===== config.mk =====
export PLATFORM = sky130hd
export DESIGN_NAME = seg_scan_ctrl
export DESIGN_NICKNAME = d
export VERILOG_FILES = /design/src/rtl/seg_scan_ctrl.sv
export SDC_FILE = /design/constraint.sdc
export NUM_CORES = 1
export LEC_CHECK = 0
export BUFFER_PORTS_ARGS = -buffer_cell sky130_fd_sc_hd__clkbuf_2
export CAP_MARGIN = 10
export CORE_MARGIN = 2
export CORE_UTILIZATION = 55
export CTS_BUF_LIST = sky130_fd_sc_hd__clkbuf_2 sky130_fd_sc_hd__clkbuf_4 sky130_fd_sc_hd__clkbuf_8
export DETAILED_ROUTE_END_ITERATION = 6
export GPL_TIMING_DRIVEN = 0
export PLACE_DENSITY_LB_ADDON = 0.12
export RECOVER_POWER = 100
export SLEW_MARGIN = 10
export SYNTH_ARGS = -nofsm -noshare
export SYNTH_HDL_FRONTEND = slang
export SYNTH_SLANG_ARGS = --single-unit

===== constraint.sdc =====
create_clock -name CLK -period 5.1 [get_ports CLK]
set_clock_uncertainty 0.2 [all_clocks]
set_input_delay 1.02 -clock CLK [delete_from_list [all_inputs] [get_ports CLK]]
set_output_delay 1.02 -clock CLK [all_outputs]
set_load 0.01 [all_outputs]

===== src/rtl/seg_scan_ctrl.sv =====
// Scan controller for a 4-digit common-anode seven-segment display.
// Double-buffered display word, blanking gap per slot, optional leading-zero suppression.
module seg_scan_ctrl #(
    parameter int PRESCALE = 50000,
    parameter int BLANK    = 16
) (
    input  logic        CLK,
    input  logic        RST,
    input  logic        LOAD,
    input  logic [15:0] DATA,
    input  logic        LZS,
    output logic        PEND,
    output logic        FRAME,
    output logic [3:0]  DIGIT,
    output logic [3:0]  AN
);

    localparam int CNT_W = (PRESCALE > 1) ? $clog2(PRESCALE) : 1;
    localparam logic [CNT_W-1:0] CNT_LAST  = CNT_W'(PRESCALE - 1);
    localparam logic [CNT_W-1:0] CNT_BLANK = CNT_W'(BLANK);

    typedef enum logic {
        PH_BLANK,
        PH_DRIVE
    } phase_e;

    localparam phase_e PH_RESET = (BLANK > 0) ? PH_BLANK : PH_DRIVE;

    logic [CNT_W-1:0] cnt_q, cnt_d;
    logic [1:0]       idx_q, idx_d;
    logic [15:0]      disp_q, disp_d;
    logic [15:0]      pend_data_q, pend_data_d;
    logic             pend_q, pend_d;
    logic             frame_q, frame_d;
    logic [3:0]       an_q, an_d;
    logic [3:0]       digit_q, digit_d;
    phase_e           phase_q, phase_d;

    logic             slot_end;
    logic             boundary;
    logic [3:0]       supp;

    assign slot_end = (cnt_q == CNT_LAST);
    assign boundary = slot_end && (idx_q == 2'd3);

    always_comb begin
        cnt_d = cnt_q + CNT_W'(1);
        idx_d = idx_q;
        if (slot_end) begin
            cnt_d = '0;
            idx_d = idx_q + 2'd1;
        end
    end

    // The shown word only changes at the frame boundary; a LOAD there bypasses the buffer.
    always_comb begin
        disp_d      = disp_q;
        pend_data_d = pend_data_q;
        pend_d      = pend_q;
        frame_d     = boundary;
        if (boundary) begin
            if (LOAD) begin
                disp_d = DATA;
                pend_d = 1'b0;
            end else if (pend_q) begin
                disp_d = pend_data_q;
                pend_d = 1'b0;
            end
        end else if (LOAD) begin
            pend_data_d = DATA;
            pend_d      = 1'b1;
        end
    end

    always_ff @(posedge CLK) begin
        if (RST) begin
            phase_q <= PH_RESET;
        end else begin
            phase_q <= phase_d;
        end
    end

    // Phase tracks the counter value the slot will hold next cycle.
    always_comb begin
        phase_d = PH_DRIVE;
        if ((BLANK != 0) && (cnt_d < CNT_BLANK)) begin
            phase_d = PH_BLANK;
        end
    end

    always_comb begin
        supp    = 4'b0000;
        supp[3] = (disp_q[15:12] == 4'h0);
        supp[2] = supp[3] && (disp_q[11:8] == 4'h0);
        supp[1] = supp[2] && (disp_q[7:4] == 4'h0);
        supp    = LZS ? supp : 4'b0000;
    end

    always_comb begin
        an_d    = 4'b1111;
        digit_d = 4'hF;
        case (phase_q)
            PH_DRIVE: begin
                if (!supp[idx_q]) begin
                    an_d    = ~(4'b0001 << idx_q);
                    digit_d = disp_q[{idx_q, 2'b00} +: 4];
                end
            end
            default: begin
                an_d    = 4'b1111;
                digit_d = 4'hF;
            end
        endcase
    end

    always_ff @(posedge CLK) begin
        if (RST) begin
            cnt_q       <= '0;
            idx_q       <= 2'd0;
            disp_q      <= 16'h0000;
            pend_data_q <= 16'h0000;
            pend_q      <= 1'b0;
            frame_q     <= 1'b0;
            an_q        <= 4'b1111;
            digit_q     <= 4'hF;
        end else begin
            cnt_q       <= cnt_d;
            idx_q       <= idx_d;
            disp_q      <= disp_d;
            pend_data_q <= pend_data_d;
            pend_q      <= pend_d;
            frame_q     <= frame_d;
            an_q        <= an_d;
            digit_q     <= digit_d;
        end
    end

    assign PEND  = pend_q;
    assign FRAME = frame_q;
    assign DIGIT = digit_q;
    assign AN    = an_q;

endmodule


==> results by group, run 1 <==
Setup path
  – Crit path required time: 5.10 ns
  – WP data arrival: 2.72 ns
  – Crit path cell chain: or4_1 > nor4_1 > nand3b_2 > clkbuf_1 > a21oi_1 > nor2_1
  – Bufs and invs on worst path: 1
  – Worst Setup End Kind: flop
  – Crit-path leading delay family: simple AND/OR/NAND/NOR gates
  – Setup CP Type: flop to flop
  – CP Max Fanout: 10
  – Max incr delay on CP: 0.65 ns
  – CP Launch Type: flop
  – CP max-delay cell: nor4_1

Power and ir drop
  – Clock network fraction of total power: 43.4%
  – LEAKAGE: 0.00117 uW
  – Power per cell area: 314 nW/um2
  – Sequential group share of total power: 51.4%
  – Part of the power in combinational logic: 5.2%
  – Net load switching power: 205 uW
  – VDD IR-drop max: 0.202 mV
  – Pint: 750 uW
  – Switching Fraction: 21.5%

Route
  – Final wirelength: 5.29 mm
  – Router iterations before antenna repair: 4
  – Antenna viol nets, final: 0
  – DRT iter0 DRCs: 90
  – Vias: 2,158
  – Via density: 5.13
  – Drt drc: 0
  – Post-DR wirelength/cell: 12.6 um

Yosys
  – Mux cell area share after synthesis: 9.64%
  – Syn Std Cell Area: 2700 um2
  – Post-Synth Simple-Gate Area: 24.6%
  – YS warnings: 0
  – Post-synth top flop: dfxtp_1
  – XOR/XNOR Fraction of Synth Area: 4.22%
  – Syn_area_per_cell: 8.63 um2
  – Compound-Gate Fraction of Synth Area: 9.22%
  – Post-synth net total: 338
  – Post-synthesis cell type count: 40
  – Post-synth ARST share: 0%
  – Largest family of logic cells by synthesized area: simple AND/OR/NAND/NOR gates
  – Syn Inst Count: 313
  – EDFF count, synth: 0
  – Post-Synth Adder-Cell Area: 2.32%
  – FF+latch count, synth: 61
  – Seq/Total Area, Yosys: 45.2%

Placed design
  – GPL Wtd Cong: 0.890
  – Post-DP HPWL: 3.77 mm
  – Port buffer count: 27

Timing
  – Worst slew pin tran: 1.09 ns
  – RSZ-0062 raised after global routing: no
  – Period minus WS final: 2.72 ns
  – Aggregate negative setup slack: 0 ns
  – Fin. Hold Viols: 0
  – Fmax: 368 MHz
  – Worst slew margin: 26.6%
  – Final Max Slew Viols: 0
  – Final Hold Slack: 0.253 ns
  – Period Utilization, post-route: 53.3%
  – Setup violations, final: 0

Die
  – Die Footprint: 5490 um2
  – Initial Utilization: 57.2%
  – Die span in x: 74.1 um
  – I/O pin count: 30
  – Rows: 25
  – Die Y: 74.1 um
  – Core box area: 4720 um2

Clock network
  – Clk buf depth: 2
  – CTS Buf Count: 9
  – CTS resizes: 0
  – Post CTS Setup Buffer Count: 0
  – Clock transition at path regs: 0.06 ns
  – H-tree depth: 3
  – Sink Count: 61
  – Clock Root Buffer: clkbuf_8
  – # hold bufs at CTS: 0
  – Clk_lat worst skew: 0.34 ns
  – CTS tree: yes

Finish
  – Layout cells sized above 1: 11.9%
  – Register area: 1220 um2
  – P&R area growth vs syn: 12.7%
  – Final layout net count: 376
  – Fill cells: 429
  – Antenna cells: 0
  – Multi-input gate area: 1320 um2

Run status
  – Outcome: completed

GRT
  – Largest net degree at the start of global routing: 11
  – First-pass GRT wire length: 8.95 mm
  – GRT Total Usage: 21.5%
  – Vias in the first global route: 1,937
  – Initial antenna violation count: 0
  – Gr ovfl total: 0

Hold path
  – Hold WC Path Type: flop to flop

Run
  – Max Cap Viol: 0
## synth_stat cells, types with 2 or more instances
master	n	area, um2
or2_2	2	12.5
or3_1	3	18.8
xnor2_1	8	70.1
o21ai_0	3	15.0
mux4_2	4	90.1
inv_1	7	26.3
mux2i_1	17	170
buf_2	4	20.0
nor4_2	2	25.0
nand2b_1	5	31.3
clkbuf_1	10	37.5
xor2_1	5	43.8
nand3_1	5	25.0
nand2_1	47	176
nor2_1	53	199
nand4_1	3	18.8
nor3_1	5	25.0
dfxtp_1	61	1220
ha_1	5	62.6
a21oi_1	39	195
buf_6	3	33.8
nor4_1	4	25.0
## layout by cell type, fill, tap and decap left out, types with 4 or more instances in the layout
| cell type | instances |
|---|---|
| dfxtp_1 | 61 |
| nor2_1 | 53 |
| nand2_1 | 47 |
| a21oi_1 | 39 |
| clkbuf_1 | 26 |
| mux2i_1 | 17 |
| clkbuf_2 | 17 |
| clkbuf_8 | 10 |
| xnor2_1 | 8 |
| inv_1 | 7 |
| nor4_1 | 7 |
| nand3_1 | 5 |
| nor3_1 | 5 |
| xor2_1 | 5 |
| nand2b_1 | 5 |
| ha_1 | 5 |
| mux4_2 | 4 |
## metal layers
| metal | GRT usage (%) | part of all wire, % |
|---|---|---|
| met3 | 8.67 | 5.5 |
| met5 | 0 | 0 |
| met4 | 4.85 | 0.87 |
| met2 | 31.0 | 42 |
| met1 | 30.6 | 52 |
## per-stage QoR
| step | cells | area (um2) | setup WS [ns] | total power [uW] | util (%) |
|---|---|---|---|---|---|
| floorplan | 313 | 2700 | 2.65 | 535 | - |
| global placement | 407 | 2920 | 2.43 | 552 | 61.8 |
| detailed placement | 407 | 2920 | 2.42 | 553 | 61.8 |
| CTS | 421 | 3110 | 2.59 | 966 | 65.8 |
| global route | 421 | 3040 | 2.08 | 993 | 64.4 |
| finish | 421 | 3040 | 2.38 | 956 | 64.4 |
## power by group through the flow
| stage | Combinational, uW | Clock, uW | Sequential [uW] |
|---|---|---|---|
| 2_1_floorplan | 34.1 | 0 | 501 |
| 3_3_place_gp | 50.5 | 0 | 501 |
| 3_5_place_dp | 51.5 | 0 | 501 |
| 4_1_cts | 51.8 | 423 | 491 |
| 5_1_grt | 57.4 | 444 | 492 |
| 6_report | 50.1 | 415 | 491 |
## area by class of cell
class	instances	area share (%)
clock buffers	12	5.02
inverters	7	0.863
clock inverters	2	1.15
repair buffers	27	4.03
plain buffers	19	2.75
well taps	67	2.75
multi-input cells	226	43.3
flip-flops and latches	61	40.1
## registers in the layout, indices dropped and copies added (netlist names)
signal       count
phase_q          1
pend_data_q     16
cnt_q           16
FRAME            1
disp_q          16
PEND             1
idx_q            2
AN               4
DIGIT            4
## tightest hold or removal path, stage by stage (launching register included)
cell and delay [ns]:
dfxtp_1 0.30, nand2_1 0.05, a21oi_1 0.05
## path summary, 6_finish.rpt
| kind | cells past startpoint | startpoint | endpoint | slack (ns) |
|---|---|---|---|---|
| min | 2 | pend_data_q[2] | pend_data_q[2] | 0.25 |
| max reg2reg | 6 | cnt_q[10] | disp_q[3] | 2.38 |
| max | 6 | cnt_q[10] | disp_q[3] | 2.38 |
| min reg2reg | 2 | pend_data_q[2] | pend_data_q[2] | 0.25 |
## cells by family after synthesis
group | count (synthesis)
AND/OR/NAND/NOR | 140
flip-flops | 61
AO/OA/AOI/OAI | 47
buffers and inverters | 26
multiplexers | 21
XOR/XNOR | 13
adder cells (fa/ha/maj) | 5
Power figures use the tool's default switching activity.
==> run 2, diff against run 1 <==
--- a/config.mk
+++ b/config.mk
@@ -5,6 +5,7 @@
 export SDC_FILE = /design/constraint.sdc
 export NUM_CORES = 1
 export LEC_CHECK = 0
+export ABC_AREA = 1
 export BUFFER_PORTS_ARGS = -buffer_cell sky130_fd_sc_hd__clkbuf_2
 export CAP_MARGIN = 10
 export CORE_MARGIN = 2
==> constraint.sdc (replaced) <==
create_clock -name CLK -period 2.8 [get_ports CLK]
set_clock_uncertainty 0.2 [all_clocks]
set_input_delay 0.56 -clock CLK [delete_from_list [all_inputs] [get_ports CLK]]
set_output_delay 0.56 -clock CLK [all_outputs]
set_load 0.01 [all_outputs]
==> results by group, run 2 <==
Yosys
  – Cell with the most instances after synthesis: nand2_1
  – Post-synth top flop: dfxtp_1
  – Synth cell count leaders: nand2_1, dfxtp_1, nor2_1
  – Share of the synthesized area in the top cell type: 39.5%
  – EDFF count, synth: 0
  – Area leader, netlist: dfxtp_1
  – Seq/Total Area, Yosys: 39.5%
  – YS warnings: 0
  – FF+latch count, synth: 61
  – Post-synthesis cell type count: 35
  – Post-synth net total: 416
  – Post-synth ARST share: 0%
  – Syn_area_per_cell: 7.90 um2
  – Syn Inst Count: 391
  – Syn Std Cell Area: 3090 um2
  – Synth area leaders: dfxtp_1, nand2_1, a211oi_2

Setup path
  – Reg2reg start: cnt_q[0]
  – Crit-path leading delay family: simple AND/OR/NAND/NOR gates
  – Worst flop-to-flop path endpoint: pend_data_q[10]
  – Worst Setup End Kind: flop
  – CP max-delay cell: dfxtp_1
  – WP data arrival: 2.30 ns
  – Setup CP Type: flop to flop
  – CP Launch Type: flop
  – R2r setup slk: 0.56 ns
  – Setup crit start: cnt_q[0]
  – Bufs and invs on worst path: 2
  – CP Max Fanout: 10
  – Max incr delay on CP: 0.37 ns
  – R2R depth: 10
  – Crit path cell chain: ha_1 > nand2_1 > inv_1 > nand2_1 > nor2_1 > nand3_4 > nand2_1 > buf_8 > nand2_2 > a21oi_1
  – Cell mode on critical path: nand2_1
  – Crit path required time: 2.86 ns

Clock network
  – CTS Buf Count: 9
  – Clock Root Buffer: clkbuf_8
  – CTS resizes: 0
  – Clk_lat worst skew: 0.34 ns
  – # hold bufs at CTS: 0
  – Post CTS Setup Buffer Count: 0
  – Sink Count: 61
  – CTS tree: yes
  – Clk buf depth: 2
  – H-tree depth: 3
  – Clock transition at path regs: 0.07 ns

Die
  – Core box area: 5470 um2
  – Die Y: 78.9 um
  – Initial Utilization: 56.4%
  – Die span in x: 78.9 um
  – Die Footprint: 6230 um2
  – I/O pin count: 30
  – Rows: 27

GRT
  – Gr busiest metal: met1
  – First-pass GRT wire length: 11.4 mm
  – Met2 GRT Util: 33.7%
  – GR Util met3: 3.86%
  – Vias in the first global route: 2,464
  – GRT Total Usage: 23.4%
  – Largest net degree at the start of global routing: 12
  – M1 GR Usage: 34.1%
  – Initial antenna violation count: 0
  – Gr ovfl total: 0

Route
  – Post-DR wirelength/cell: 13.4 um
  – Router iterations before antenna repair: 4
  – DRT iter0 DRCs: 172
  – Vias: 2,640
  – Via density: 5.22
  – Final wirelength: 6.76 mm
  – Drt drc: 0
  – Antenna viol nets, final: 0

Placed design
  – Dpl ws: 0.636 ns
  – Placed cells: 490
  – Port buffer count: 27
  – GPL Wtd Cong: 0.837
  – Post-DP HPWL: 4.78 mm

Power and ir drop
  – LEAKAGE: 0.00136 uW
  – Pint: 1360 uW
  – Part of the power in combinational logic: 5.9%
  – Power per cell area: 528 nW/um2
  – Net load switching power: 435 uW
  – VDD IR-drop max: 0.353 mV
  – Sequential group share of total power: 49.7%
  – Clock network fraction of total power: 44.3%
  – Switching Fraction: 24.2%

Run status
  – Outcome: completed

Hold path
  – Hold path startpoint: cnt_q[0]
  – Hold Crit Depth: 1
  – End of the worst hold path: cnt_q[0]
  – Hold WC Path Type: flop to flop

Timing
  – Period Utilization, post-route: 80.1%
  – Fmax: 446 MHz
  – Final Max Slew Viols: 0
  – Worst slew pin tran: 0.613 ns
  – RSZ-0062 raised after global routing: no
  – Fin. Hold Viols: 0
  – Worst slew margin: 58.9%
  – Setup violations, final: 0
  – Period minus WS final: 2.24 ns
  – Final Worst Setup Slack: 0.556 ns
  – Aggregate negative setup slack: 0 ns

Finish
  – Most frequent cells in the layout: nand2_1, dfxtp_1, nor2_1
  – Layout cells sized above 1: 20.3%
  – Final layout net count: 454
  – P&R area growth vs syn: 10.2%
  – Top Registers: cnt_q (16), disp_q (16), pend_data_q (16)
  – Final std cells w/o fill: 506
  – Antenna cells: 0
  – Commonest non-fill, non-tap cell in the layout: nand2_1

Run
  – Max Cap Viol: 0
-- run 2: changes by cell type after synthesis, moves of 7 or more --
cell	previous run	this run
inv_1	7	39
nand3_1	5	34
a21oi_1	39	16
nand2_1	47	68
mux2i_1	17	0
a211oi_2	0	16
mux2_2	0	16
nand2_2	1	13
a21oi_2	0	10
xnor2_1	8	1
-- run 2: worst max path at each step --
stage                                 end  cells past startpoint
after global placement          disp_q[2]                      5
after detailed placement        disp_q[2]                      5
final                     pend_data_q[10]                     10
after CTS                 pend_data_q[10]                      9
after floorplan                 disp_q[4]                      5
after global routing      pend_data_q[10]                     10
-- run 2: area by class of cell --
| type | instances | area [um2] |
|---|---|---|
| Clock buffer | 10 | 138 |
| Timing Repair Buffer | 27 | 123 |
| Clock inverter | 6 | 62.6 |
| Fill cell | 526 | 2070 |
| Buffer | 15 | 81.3 |
| Sequential cell | 61 | 1220 |
| Tap cell | 72 | 90.1 |
| Multi-Input combinational cell | 269 | 1520 |
| Inverter | 46 | 173 |
-- run 2: cell families (layout without fill, tap and decap cells) --
group	after synthesis	in the layout	synth area share (%)
buffers and inverters	61	104	8.30
AND/OR/NAND/NOR	191	191	29.5
multiplexers	16	16	5.83
XOR/XNOR	1	1	0.284
AO/OA/AOI/OAI	56	56	14.5
flip-flops	61	61	39.5
adder cells (fa/ha/maj)	5	5	2.03
-- run 2: per-stage QoR --
step / power (uW) / util, % / hold slack (ns) / area (um2)
2_1_floorplan: 992 / - / 0.230 / 3090
3_3_place_gp: 1020 / 60.6 / 0.246 / 3310
3_5_place_dp: 1030 / 60.6 / 0.250 / 3310
4_1_cts: 1810 / 64.2 / 0.260 / 3510
5_1_grt: 1860 / 62.2 / 0.266 / 3410
6_report: 1800 / 62.2 / 0.263 / 3410
-- run 2: per-layer routing --
metal	vias to the layer above	part of all wire, %	wire length, um
met5	-	0	0
met4	0	1.7	114
met3	11	4.0	268
met2	60	43	2920
met1	1215	51	3450
li1	1354	-	-
-- run 2: power groups by stage --
stage          combinational, uW  clock (uW)  sequential (uW)
3_5_place_dp                 111           0              915
5_1_grt                      119         848              896
6_report                     107         797              895
3_3_place_gp                 110           0              914
4_1_cts                      113         802              895
2_1_floorplan               79.0           0              913
==> run 3, diff against run 2 <==
==> constraint.sdc (replaced) <==
create_clock -name CLK -period 2.3 [get_ports CLK]
set_clock_uncertainty 0.2 [all_clocks]
set_input_delay 0.46 -clock CLK [delete_from_list [all_inputs] [get_ports CLK]]
set_output_delay 0.46 -clock CLK [all_outputs]
set_load 0.01 [all_outputs]
==> results by group, run 3 (synthesized netlist as in run 2, its figures left out) <==
Run status
  – Outcome: completed

Timing
  – Fmax: 471 MHz
  – Worst slew margin: 58.6%
  – Setup violations, final: 0
  – Period minus WS final: 2.12 ns
  – Fin. Hold Viols: 0
  – RSZ-0062 raised after global routing: no
  – Aggregate negative setup slack: 0 ns
  – Final Max Slew Viols: 0
  – Final Worst Setup Slack: 0.176 ns
  – Worst slew pin tran: 0.621 ns
  – Period Utilization, post-route: 92.3%

Die
  – Rows: 27
  – I/O pin count: 30
  – Die Y: 78.9 um
  – Die Footprint: 6230 um2
  – Core box area: 5470 um2
  – Initial Utilization: 56.4%
  – Die span in x: 78.9 um

GRT
  – Vias in the first global route: 2,464
  – GRT Total Usage: 23.4%
  – Gr ovfl total: 0
  – First-pass GRT wire length: 11.4 mm
  – Largest net degree at the start of global routing: 12
  – Initial antenna violation count: 0

Clock network
  – Clock transition at path regs: 0.07 ns
  – Sink Count: 61
  – # hold bufs at CTS: 0
  – Clk_lat worst skew: 0.34 ns
  – CTS Buf Count: 9
  – H-tree depth: 3
  – Post CTS Setup Buffer Count: 0
  – CTS resizes: 0
  – Clk buf depth: 2
  – CTS tree: yes
  – Clock Root Buffer: clkbuf_8

Finish
  – Top Registers: cnt_q (16), disp_q (16), pend_data_q (16)
  – Commonest non-fill, non-tap cell in the layout: nand2_1
  – Most frequent cells in the layout: nand2_1, dfxtp_1, nor2_1
  – Antenna cells: 0
  – Final layout net count: 454
  – Layout cells sized above 1: 21.9%
  – P&R area growth vs syn: 10.7%

Hold path
  – Hold Crit Depth: 2
  – Hold WC Path Type: input pin to flop
  – End of the worst hold path: disp_q[12]
  – Hold path startpoint: RST

Setup path
  – Cell mode on critical path: nand2_1
  – Worst flop-to-flop path endpoint: phase_q
  – CP max-delay cell: dfxtp_1
  – Setup CP Type: flop to flop
  – WP data arrival: 2.16 ns
  – Worst Setup End Kind: flop
  – Crit path required time: 2.34 ns
  – CP Launch Type: flop
  – Crit path cell chain: nand2_1 > nor2_1 > nand2_4 > clkinv_1 > nand2_1 > nand2_1 > nand3_1 > nor2_1 > nand3_1 > nand2_1 > inv_1
  – CP Max Fanout: 7
  – R2r setup slk: 0.18 ns
  – R2R depth: 11
  – Max incr delay on CP: 0.48 ns
  – Reg2reg start: cnt_q[4]

Placed design
  – Port buffer count: 27
  – GPL Wtd Cong: 0.837
  – Post-DP HPWL: 4.78 mm
  – Dpl ws: 0.224 ns

Route
  – Vias: 2,647
  – Post-DR wirelength/cell: 13.4 um
  – DRT iter0 DRCs: 187
  – Final wirelength: 6.76 mm
  – Router iterations before antenna repair: 4
  – Antenna viol nets, final: 0
  – Via density: 5.23
  – Drt drc: 0

Power and ir drop
  – VDD IR-drop max: 0.431 mV
  – Sequential group share of total power: 49.7%
  – Power per cell area: 641 nW/um2
  – Clock network fraction of total power: 44.3%
  – Pint: 1660 uW
  – Part of the power in combinational logic: 6.0%
  – Net load switching power: 531 uW
  – LEAKAGE: 0.00136 uW
  – Switching Fraction: 24.2%

Run
  – Max Cap Viol: 0
==> run 3: cell counts in the layout (fill, tap and decap cells not counted) <==
No cell type changed its count.
==> run 3: metrics by stage <==
step           util, %  hold slack [ns]  total power [uW]  area [um2]  cells
2_1_floorplan        -            0.230              1210        3090    391
3_3_place_gp      60.6            0.246              1250        3310    490
3_5_place_dp      60.6            0.250              1250        3310    490
4_1_cts           64.2            0.160              2200        3510    506
5_1_grt           62.5            0.166              2270        3420    506
6_report          62.5            0.169              2190        3420    506
==> run 3: per-layer routing <==
| metal | part of all wire [%] | track usage [%] | up-vias |
|---|---|---|---|
| li1 | - | - | 1353 |
| met1 | 51 | 34.1 | 1218 |
| met2 | 43 | 33.7 | 64 |
| met3 | 4.2 | 3.86 | 12 |
| met4 | 1.8 | 11.0 | 0 |
| met5 | 0 | 0 | - |
==> run 3: power groups by stage <==
stage          combinational (uW)  sequential (uW)  clock [uW]
5_1_grt                       146             1090        1030
6_report                      132             1090         971
3_3_place_gp                  134             1110           0
3_5_place_dp                  135             1110           0
4_1_cts                       137             1090         977
2_1_floorplan                96.1             1110           0
==> run 3: cell type report <==
class | count | area [um2]
Buffer | 15 | 82.6
Clock buffer | 10 | 138
Clock inverter | 6 | 62.6
Fill cell | 524 | 2050
Inverter | 46 | 173
Multi-Input combinational cell | 269 | 1530
Sequential cell | 61 | 1220
Tap cell | 72 | 90.1
Timing Repair Buffer | 27 | 123
==> run 3: worst max-delay path by stage <==
| stage | startpoint | endpoint | slack (ns) | depth (start not counted) |
|---|---|---|---|---|
| floorplan | LOAD | disp_q[4] | 0.49 | 5 |
| global placement | cnt_q[0] | phase_q | 0.23 | 12 |
| detailed placement | cnt_q[0] | phase_q | 0.22 | 12 |
| CTS | cnt_q[0] | pend_data_q[10] | 0.20 | 9 |
| global route | cnt_q[4] | phase_q | 0.03 | 11 |
| finish | cnt_q[4] | phase_q | 0.18 | 11 |
==> run 3: worst max-delay path, delay by kind of cell, from the launching register on <==
family / cells / cell delay (ns)
and+or+nand+nor: 9 / 1.23
DFF: 1 / 0.48
buffers and inverters: 2 / 0.12
